`src/rtl/pcie_link_status_monitor.sv`:
```
// PCIe link status monitor: registers the LTSSM debug bus, drives status LEDs,
// tracks link state with a debounced FSM and keeps saturating link statistics.
module pcie_link_status_monitor #(
  parameter int LANES      = 1,
  parameter int ALIVE_BITS = 25,
  parameter int DEBOUNCE   = 4,
  parameter int CNT_W      = 16
) (
  input  logic               clk_out_buf,
  input  logic               any_rstn,
  input  logic [5+LANES-1:0] test_out_icm,
  input  logic               clr_stats,
  output logic               alive_led,
  output logic               L0_led,
  output logic               comp_led,
  output logic [LANES-1:0]   lane_active_led,
  output logic               link_up,
  output logic               link_down_sticky,
  output logic [CNT_W-1:0]   recovery_cnt,
  output logic [CNT_W-1:0]   ltssm_chg_cnt,
  output logic [1:0]         link_state
);

  localparam logic [4:0]       CODE_DETECT = 5'h00;
  localparam logic [4:0]       CODE_COMP   = 5'h03;
  localparam logic [4:0]       CODE_REC_LO = 5'h0C;
  localparam logic [4:0]       CODE_REC_HI = 5'h0E;
  localparam logic [4:0]       CODE_L0     = 5'h0F;
  localparam logic [7:0]       DEB_LAST    = 8'(DEBOUNCE - 1);
  localparam logic [7:0]       DEB_MAX     = 8'hFF;
  localparam logic [CNT_W-1:0] CNT_MAX     = '1;

  typedef enum logic [1:0] {
    ST_DOWN    = 2'd0,
    ST_TRAIN   = 2'd1,
    ST_UP      = 2'd2,
    ST_RETRAIN = 2'd3
  } state_t;

  logic               rst_r;
  logic               rst_rr;
  logic [5+LANES-1:0] icm_q;
  logic [4:0]         code;
  logic [4:0]         code_prev;
  logic               is_l0;
  logic               is_rec;
  logic               code_chg;
  logic [ALIVE_BITS-1:0] alive_cnt;
  state_t             state_q;
  state_t             state_nxt;
  logic [7:0]         deb_q;
  logic [7:0]         deb_nxt;
  logic [7:0]         deb_inc;
  logic               rec_evt;
  logic               drop_evt;

  // Reset release is re-timed to clk_out_buf; assertion stays asynchronous.
  always_ff @(posedge clk_out_buf or negedge any_rstn) begin
    if (!any_rstn) begin
      rst_r  <= 1'b0;
      rst_rr <= 1'b0;
    end else begin
      rst_r  <= 1'b1;
      rst_rr <= rst_r;
    end
  end

  always_ff @(posedge clk_out_buf or negedge rst_rr) begin
    if (!rst_rr) begin
      icm_q     <= '0;
      code_prev <= '0;
    end else begin
      icm_q     <= test_out_icm;
      code_prev <= icm_q[4:0];
    end
  end

  assign code     = icm_q[4:0];
  assign is_l0    = (code == CODE_L0);
  assign is_rec   = (code >= CODE_REC_LO) && (code <= CODE_REC_HI);
  assign code_chg = (code != code_prev);

  always_ff @(posedge clk_out_buf or negedge rst_rr) begin
    if (!rst_rr) begin
      alive_cnt       <= '0;
      alive_led       <= 1'b0;
      L0_led          <= 1'b0;
      comp_led        <= 1'b0;
      lane_active_led <= '0;
    end else begin
      alive_cnt       <= alive_cnt + ALIVE_BITS'(1);
      alive_led       <= alive_cnt[ALIVE_BITS-1];
      L0_led          <= ~is_l0;
      comp_led        <= ~(code == CODE_COMP);
      lane_active_led <= ~icm_q[5+LANES-1:5];
    end
  end

  always_ff @(posedge clk_out_buf or negedge rst_rr) begin
    if (!rst_rr) begin
      state_q <= ST_DOWN;
      deb_q   <= '0;
    end else begin
      state_q <= state_nxt;
      deb_q   <= deb_nxt;
    end
  end

  // L0 cycles seen in DOWN already count toward the debounce window.
  assign deb_inc = is_l0 ? ((deb_q == DEB_MAX) ? deb_q : deb_q + 8'd1) : 8'd0;

  always_comb begin
    state_nxt = state_q;
    deb_nxt   = '0;
    rec_evt   = 1'b0;
    drop_evt  = 1'b0;
    case (state_q)
      ST_DOWN: begin
        deb_nxt = deb_inc;
        if (code != CODE_DETECT) begin
          state_nxt = ST_TRAIN;
        end
      end
      ST_TRAIN: begin
        deb_nxt = deb_inc;
        if (code == CODE_DETECT) begin
          state_nxt = ST_DOWN;
        end else if (is_l0 && (deb_q >= DEB_LAST)) begin
          state_nxt = ST_UP;
          deb_nxt   = '0;
        end
      end
      ST_UP: begin
        if (is_rec) begin
          state_nxt = ST_RETRAIN;
          rec_evt   = 1'b1;
        end else if (!is_l0) begin
          state_nxt = ST_DOWN;
          drop_evt  = 1'b1;
        end
      end
      ST_RETRAIN: begin
        if (is_l0) begin
          state_nxt = ST_UP;
        end else if (!is_rec) begin
          state_nxt = ST_DOWN;
          drop_evt  = 1'b1;
        end
      end
      default: state_nxt = ST_DOWN;
    endcase
  end

  always_comb begin
    link_up    = (state_q == ST_UP) || (state_q == ST_RETRAIN);
    link_state = state_q;
  end

  // A clear in the same cycle as an event wins; the event is lost.
  always_ff @(posedge clk_out_buf or negedge rst_rr) begin
    if (!rst_rr) begin
      recovery_cnt     <= '0;
      ltssm_chg_cnt    <= '0;
      link_down_sticky <= 1'b0;
    end else if (clr_stats) begin
      recovery_cnt     <= '0;
      ltssm_chg_cnt    <= '0;
      link_down_sticky <= 1'b0;
    end else begin
      if (rec_evt && (recovery_cnt != CNT_MAX)) begin
        recovery_cnt <= recovery_cnt + CNT_W'(1);
      end
      if (code_chg && (ltssm_chg_cnt != CNT_MAX)) begin
        ltssm_chg_cnt <= ltssm_chg_cnt + CNT_W'(1);
      end
      if (drop_evt) begin
        link_down_sticky <= 1'b1;
      end
    end
  end

endmodule

```
`config.mk`:
```
export PLATFORM = sky130hd
export DESIGN_NAME = pcie_link_status_monitor
export DESIGN_NICKNAME = d
export VERILOG_FILES = /design/src/rtl/pcie_link_status_monitor.sv
export SDC_FILE = /design/constraint.sdc
export NUM_CORES = 1
export LEC_CHECK = 0
export BUFFER_PORTS_ARGS = -buffer_cell sky130_fd_sc_hd__buf_2
export CORE_ASPECT_RATIO = 2
export CORE_MARGIN = 4
export CORE_UTILIZATION = 60
export CTS_CLUSTER_SIZE = 40
export DETAILED_ROUTE_END_ITERATION = 6
export MAX_ROUTING_LAYER = met4
export PLACE_DENSITY = 0.87
export SETUP_SLACK_MARGIN = 0.4
export SYNTH_ARGS = -nofsm -noshare
export SYNTH_HDL_FRONTEND = slang
export SYNTH_SLANG_ARGS = --single-unit
```
`constraint.sdc`:
```
create_clock -name clk_out_buf -period 4.5 [get_ports clk_out_buf]
set_clock_uncertainty 0.15 [all_clocks]
set_input_delay 1.35 -clock clk_out_buf [delete_from_list [all_inputs] [get_ports clk_out_buf]]
set_output_delay 1.35 -clock clk_out_buf [all_outputs]
set_load 0.01 [all_outputs]
```
## Word level (Yosys, flattened, before mapping)

Index checks and enable logic that the tools add are counted.

| storage, ports and cells | value |
|---|---|
| register bits after elaboration | 85 |
| input bits | 9 |
| output and inout bits | 40 |
| word-level logic and storage cells | 75 |

| cells by class | value |
|---|---|
| $add $sub $neg | 4 |
| magnitude comparators | 3 |
| equality and inequality tests | 13 |
| muxes and demuxes | 26 |
| bitwise gates (word level) | 3 |
| reduce and logical (&&, ||, !) cells | 12 |

Operators with widths:

| operator | count |
|---|---|
| two-way mux 16 bit | 4 |
| adder 16 x 1 -> 16 bit (second input constant) | 2 |
| two-way mux 8 bit | 4 |
| != test 16 bit (second input constant) | 2 |
| adder 25 x 1 -> 25 bit (second input constant) | 1 |
| one-hot mux 8 bit (2 select lines) | 1 |
| two-way mux 2 bit | 7 |
| != test 3 bit (second input constant) | 3 |
| adder 8 x 1 -> 8 bit (second input constant) | 1 |
| == test 8 bit (second input constant) | 1 |
| greater-or-equal comparator 8 x 2 -> 1 bit (second input constant) | 1 |
| two-way mux 1 bit | 8 |
| one-hot mux 2 bit (4 select lines) | 1 |
| nonzero test 2 bit | 3 |
| == test 5 x 2 -> 1 bit (second input constant) | 1 |
| == test 5 x 4 -> 1 bit (second input constant) | 1 |
| greater-or-equal comparator 5 x 4 -> 1 bit (second input constant) | 1 |
| <= comparator 5 x 4 -> 1 bit (second input constant) | 1 |
| logical NOT 5 bit | 1 |
| != test 5 bit | 1 |
| nonzero test 5 bit | 1 |
| == test 2 bit (second input constant) | 2 |
| logical AND 1 bit | 4 |
| AND reduction 4 bit | 1 |
| other kinds (6) | 8 |

## Logic depth before layout (Yosys ltp)

| depth | value |
|---|---|
| depth in word-level cells | 7 |
| depth in mapped cells | 7 |

## Least setup slack after synthesis

Ideal clock, no wire load.

| timing | value |
|---|---|
| path kind | flip-flop to output port |
| from | register state_q[1] (netlist: link_state[1]) |
| to | output port link_up |
| arrival | 652 ps |
| required time | 3000 ps |
| slack | 2348 ps |
| stages on the path, launching flop included | 2 |
| path buffers | 1 |
| path through | dfrtp_1 -> clkbuf_1 |

| on the way | value |
|---|---|
| longest elaborated chain between the ends | 2 |

Ends and longest elaborated chain:

| element | line | text |
|---|---|---|
| start: declaration | 49 | `state_t state_q;` |
| start signal: assignment | 104 | `state_q <= state_nxt;` |
| == test 2 bit | 155 | `link_up = (state_q == ST_UP) \|\| (state_q == ST_RETRAIN);` |
| logical OR 1 bit (*) | 155 |  |
| end: declaration | 17 | `output logic link_up,` |

Every way passes the cells marked *; elsewhere a longest branch is shown, timed or not.

## Worst setup path in the final report

Same ends and word-level chain as after synthesis.

==> results.py <==
metrics = {
    "yosys": {
        "synth_area_per_cell_sq_um": 10.6,
        "synth.distinct_cells": 45,
        "seq_area_frac_synth_pct": 55.1,
        "yosysTopAreaCell": "dfrtp_1",
        "ys_seq_elements": 85,
        "synthCells": 363,
        "ys.flop_type": "dfrtp_1",
        "yosysMostFrequentCell": "dfrtp_1",
        "synthArstFlopShare_pct": 100,
        "synth_area_leaders": "dfrtp_1, xnor2_1, nand3_1",
        "yosys_warnings": 0,
        "syn-num-nets": 376,
        "synth_top_area_share_pct": 55.1,
        "synth_commonest_cells": "dfrtp_1, xnor2_1, nor2_1",
        "synth-edff-count": 0,
        "syn_area_sq_um": 3860,
    },
    "worst_setup_path": {
        "arrival_ps": 1060,
        "path_max_fanout": 9,
        "critPathTopFamily": "flip-flops",
        "required_ps": 3000,
        "cp.buffers_inverters": 1,
        "path_class": "register to output pin",
        "end_kind": "output pin",
        "crit_chain": "buf_2",
        "critPathLaunchType": "register",
        "cp_slowest_cell": "dfrtp_1",
        "critPathMaxStageDelay_ps": 520,
    },
    "sta": {
        "period_minus_slack_ps": 2560,
        "max_freq_mhz": 391,
        "setup_violations": 0,
        "rsz0062_at_grt": "no",
        "worst_pin_slew_ps": 1060,
        "period_share_pct": 56.8,
        "slew_headroom_pct": 28.7,
        "setup-tns-final_ps": 0,
        "drv_slew": 0,
        "hold_viol": 0,
    },
    "global_routing": {
        "antenna_found_initial": 0,
        "grt_pass1_wl_mm": 13.4,
        "grt_pass1_vias": 2938,
        "overflow": 0,
        "grt_max_degree": 84,
        "grt.total_usage_pct": 22.9,
    },
    "place": {
        "numPortBuffers": 48,
        "gp_congestion": 0.817,
        "hpwlAfterDp_mm": 5.38,
    },
    "cts": {
        "cts_resized": 0,
        "cts_tree": "built",
        "cts_buffers": 9,
        "insertion_delay_ps": 340,
        "clock_sink_count": 85,
        "ctsHoldBuffers": 0,
        "clockRootBuffer": "clkbuf_16",
        "htree_levels": 3,
        "clk_pin_slew_ps": 60,
        "postCtsSetupBuffers": 0,
        "clock_path_buffers": 2,
    },
    "power": {
        "fin_total_pwr_w": 0.00163,
        "power_density_nw_per_um2": 363,
        "power_leakage_nw": 2.01,
        "ir_drop_uv": 321,
    },
    "detailed_routing": {
        "first_iter_violations": 252,
        "wl_mm": 7.85,
        "post_drt_wl_per_cell_microns": 15.7,
        "dr.pass1.iters": 4,
        "ant_nets": 0,
        "drc": 0,
        "viasPerCell": 5.85,
        "vias": 2929,
    },
    "layout": {
        "drive_above_1_share_pct": 17.6,
        "multi_input_area_sq_um": 1660,
        "synthToLayoutAreaGrowth_pct": 16.3,
        "diodes": 0,
        "fillers": 475,
        "nNetsFinal": 424,
        "ff_latch_area_sq_um": 2130,
    },
    "floorplan": {
        "coreArea_sq_um": 6260,
        "die_height_microns": 121,
        "ios": 49,
        "num_rows": 41,
        "die-area_sq_um": 7860,
        "dieWidth_microns": 64.7,
        "initial_core_util_pct": 61.7,
    },
    "job": {
        "maxCapViolCount": 0,
    },
    "outcome": {
        "run_status": "finished, final reports clean",
    },
    "worst_hold_path": {
        "hold_class": "register to register",
    },
}
## layout by cell type, fill, tap and decap left out, types with 2 or more instances in the layout
| cell type | netlist | layout |
|---|---|---|
| bufinv_16 | 0 | 2 |
| inv_1 | 6 | 6 |
| nor2_1 | 36 | 36 |
| clkbuf_16 | 0 | 9 |
| nor4_1 | 13 | 13 |
| and2_1 | 6 | 6 |
| nand4_1 | 9 | 9 |
| dfrtp_1 | 85 | 84 |
| buf_2 | 1 | 48 |
| and3_1 | 13 | 13 |
| a21oi_1 | 11 | 11 |
| nand2_1 | 24 | 24 |
| or4_1 | 4 | 4 |
| xor2_1 | 6 | 6 |
| a211oi_1 | 3 | 3 |
| nor3_1 | 10 | 10 |
| or3_1 | 7 | 7 |
| nor2b_1 | 5 | 5 |
| o31ai_1 | 3 | 3 |
| a31oi_1 | 2 | 2 |
| clkbuf_8 | 0 | 2 |
| o21a_1 | 2 | 2 |
| nand3_1 | 27 | 27 |
| mux2_2 | 6 | 6 |
| o21ai_0 | 6 | 6 |
| mux2i_1 | 2 | 2 |
| and4_1 | 6 | 6 |
| ha_1 | 4 | 4 |
| nor4b_1 | 2 | 2 |
| xnor2_1 | 39 | 39 |
## power by group
part	internal, W	switching (W)	total [W]
Clock	0.000514	0.000285	0.000799
Combinational	0.0000149	0.0000194	0.0000343
Sequential	0.000774	0.0000226	0.000797
Total	0.00130	0.000327	0.00163
## metal layers
| layer | up-vias | part of all wire (%) | global-route usage, % |
|---|---|---|---|
| li1 | 1375 | - | - |
| met1 | 1461 | 37 | 24.7 |
| met2 | 74 | 56 | 38.4 |
| met3 | 19 | 3.5 | 5.47 |
| met4 | 0 | 3.1 | 12.3 |
| met5 | - | 0 | - |
## state kept, by name, indices dropped and copies added (netlist names)
name,flops
rst_rr,1
alive_led,1
link_state,2
link_down_sticky,1
icm_q,6
deb_q,8
rst_r,1
ltssm_chg_cnt,16
alive_cnt,25
lane_active_led,1
L0_led,1
recovery_cnt,16
comp_led,1
code_prev,5
## worst paths after layout
path                                from                to  slack (ps)  cells past startpoint
max                        link_state[1]           link_up        1940                      1
min                                rst_r            rst_rr         200                      0
max reg2reg                     icm_q[4]  ltssm_chg_cnt[6]        2130                      5
min reg2reg                        rst_r            rst_rr         200                      0
max in group asynchronous         rst_rr  recovery_cnt[13]        3200                      0
min in group asynchronous         rst_rr      alive_cnt[2]         370                      0
## kinds of logic after synthesis
kind of cell / synth area share [%]
AO/OA/AOI/OAI: 5.38
adder cells (fa/ha/maj): 1.30
multiplexers: 2.27
XOR/XNOR: 10.2
buffers and inverters: 1.78
AND/OR/NAND/NOR: 23.9
flip-flops: 55.1
other: 0.0972
## final cells by class
type                       instances  area share (%)
clock inverter                     3            1.53
tap                               86            2.40
multi-input combinational        261            37.1
clock buffer                      12            5.71
sequential                        85            47.5
inverter                           6           0.502
timing repair buffer              48            5.35
## per-stage QoR
| step | setup WS (ps) | utilization [%] | cells | instance area [sq um] | hold slack (ps) |
|---|---|---|---|---|---|
| 4_1_cts | 1940 | 71.8 | 501 | 4490 | 208 |
| 2_1_floorplan | 1810 | - | 363 | 3860 | 181 |
| 3_5_place_dp | 1890 | 66.6 | 486 | 4170 | 188 |
| 3_3_place_gp | 1980 | 66.6 | 486 | 4170 | 192 |
| 5_1_grt | 1920 | 71.8 | 501 | 4490 | 219 |
| 6_report | 1940 | 71.8 | 501 | 4490 | 202 |
(Power assumes the default switching activity.)
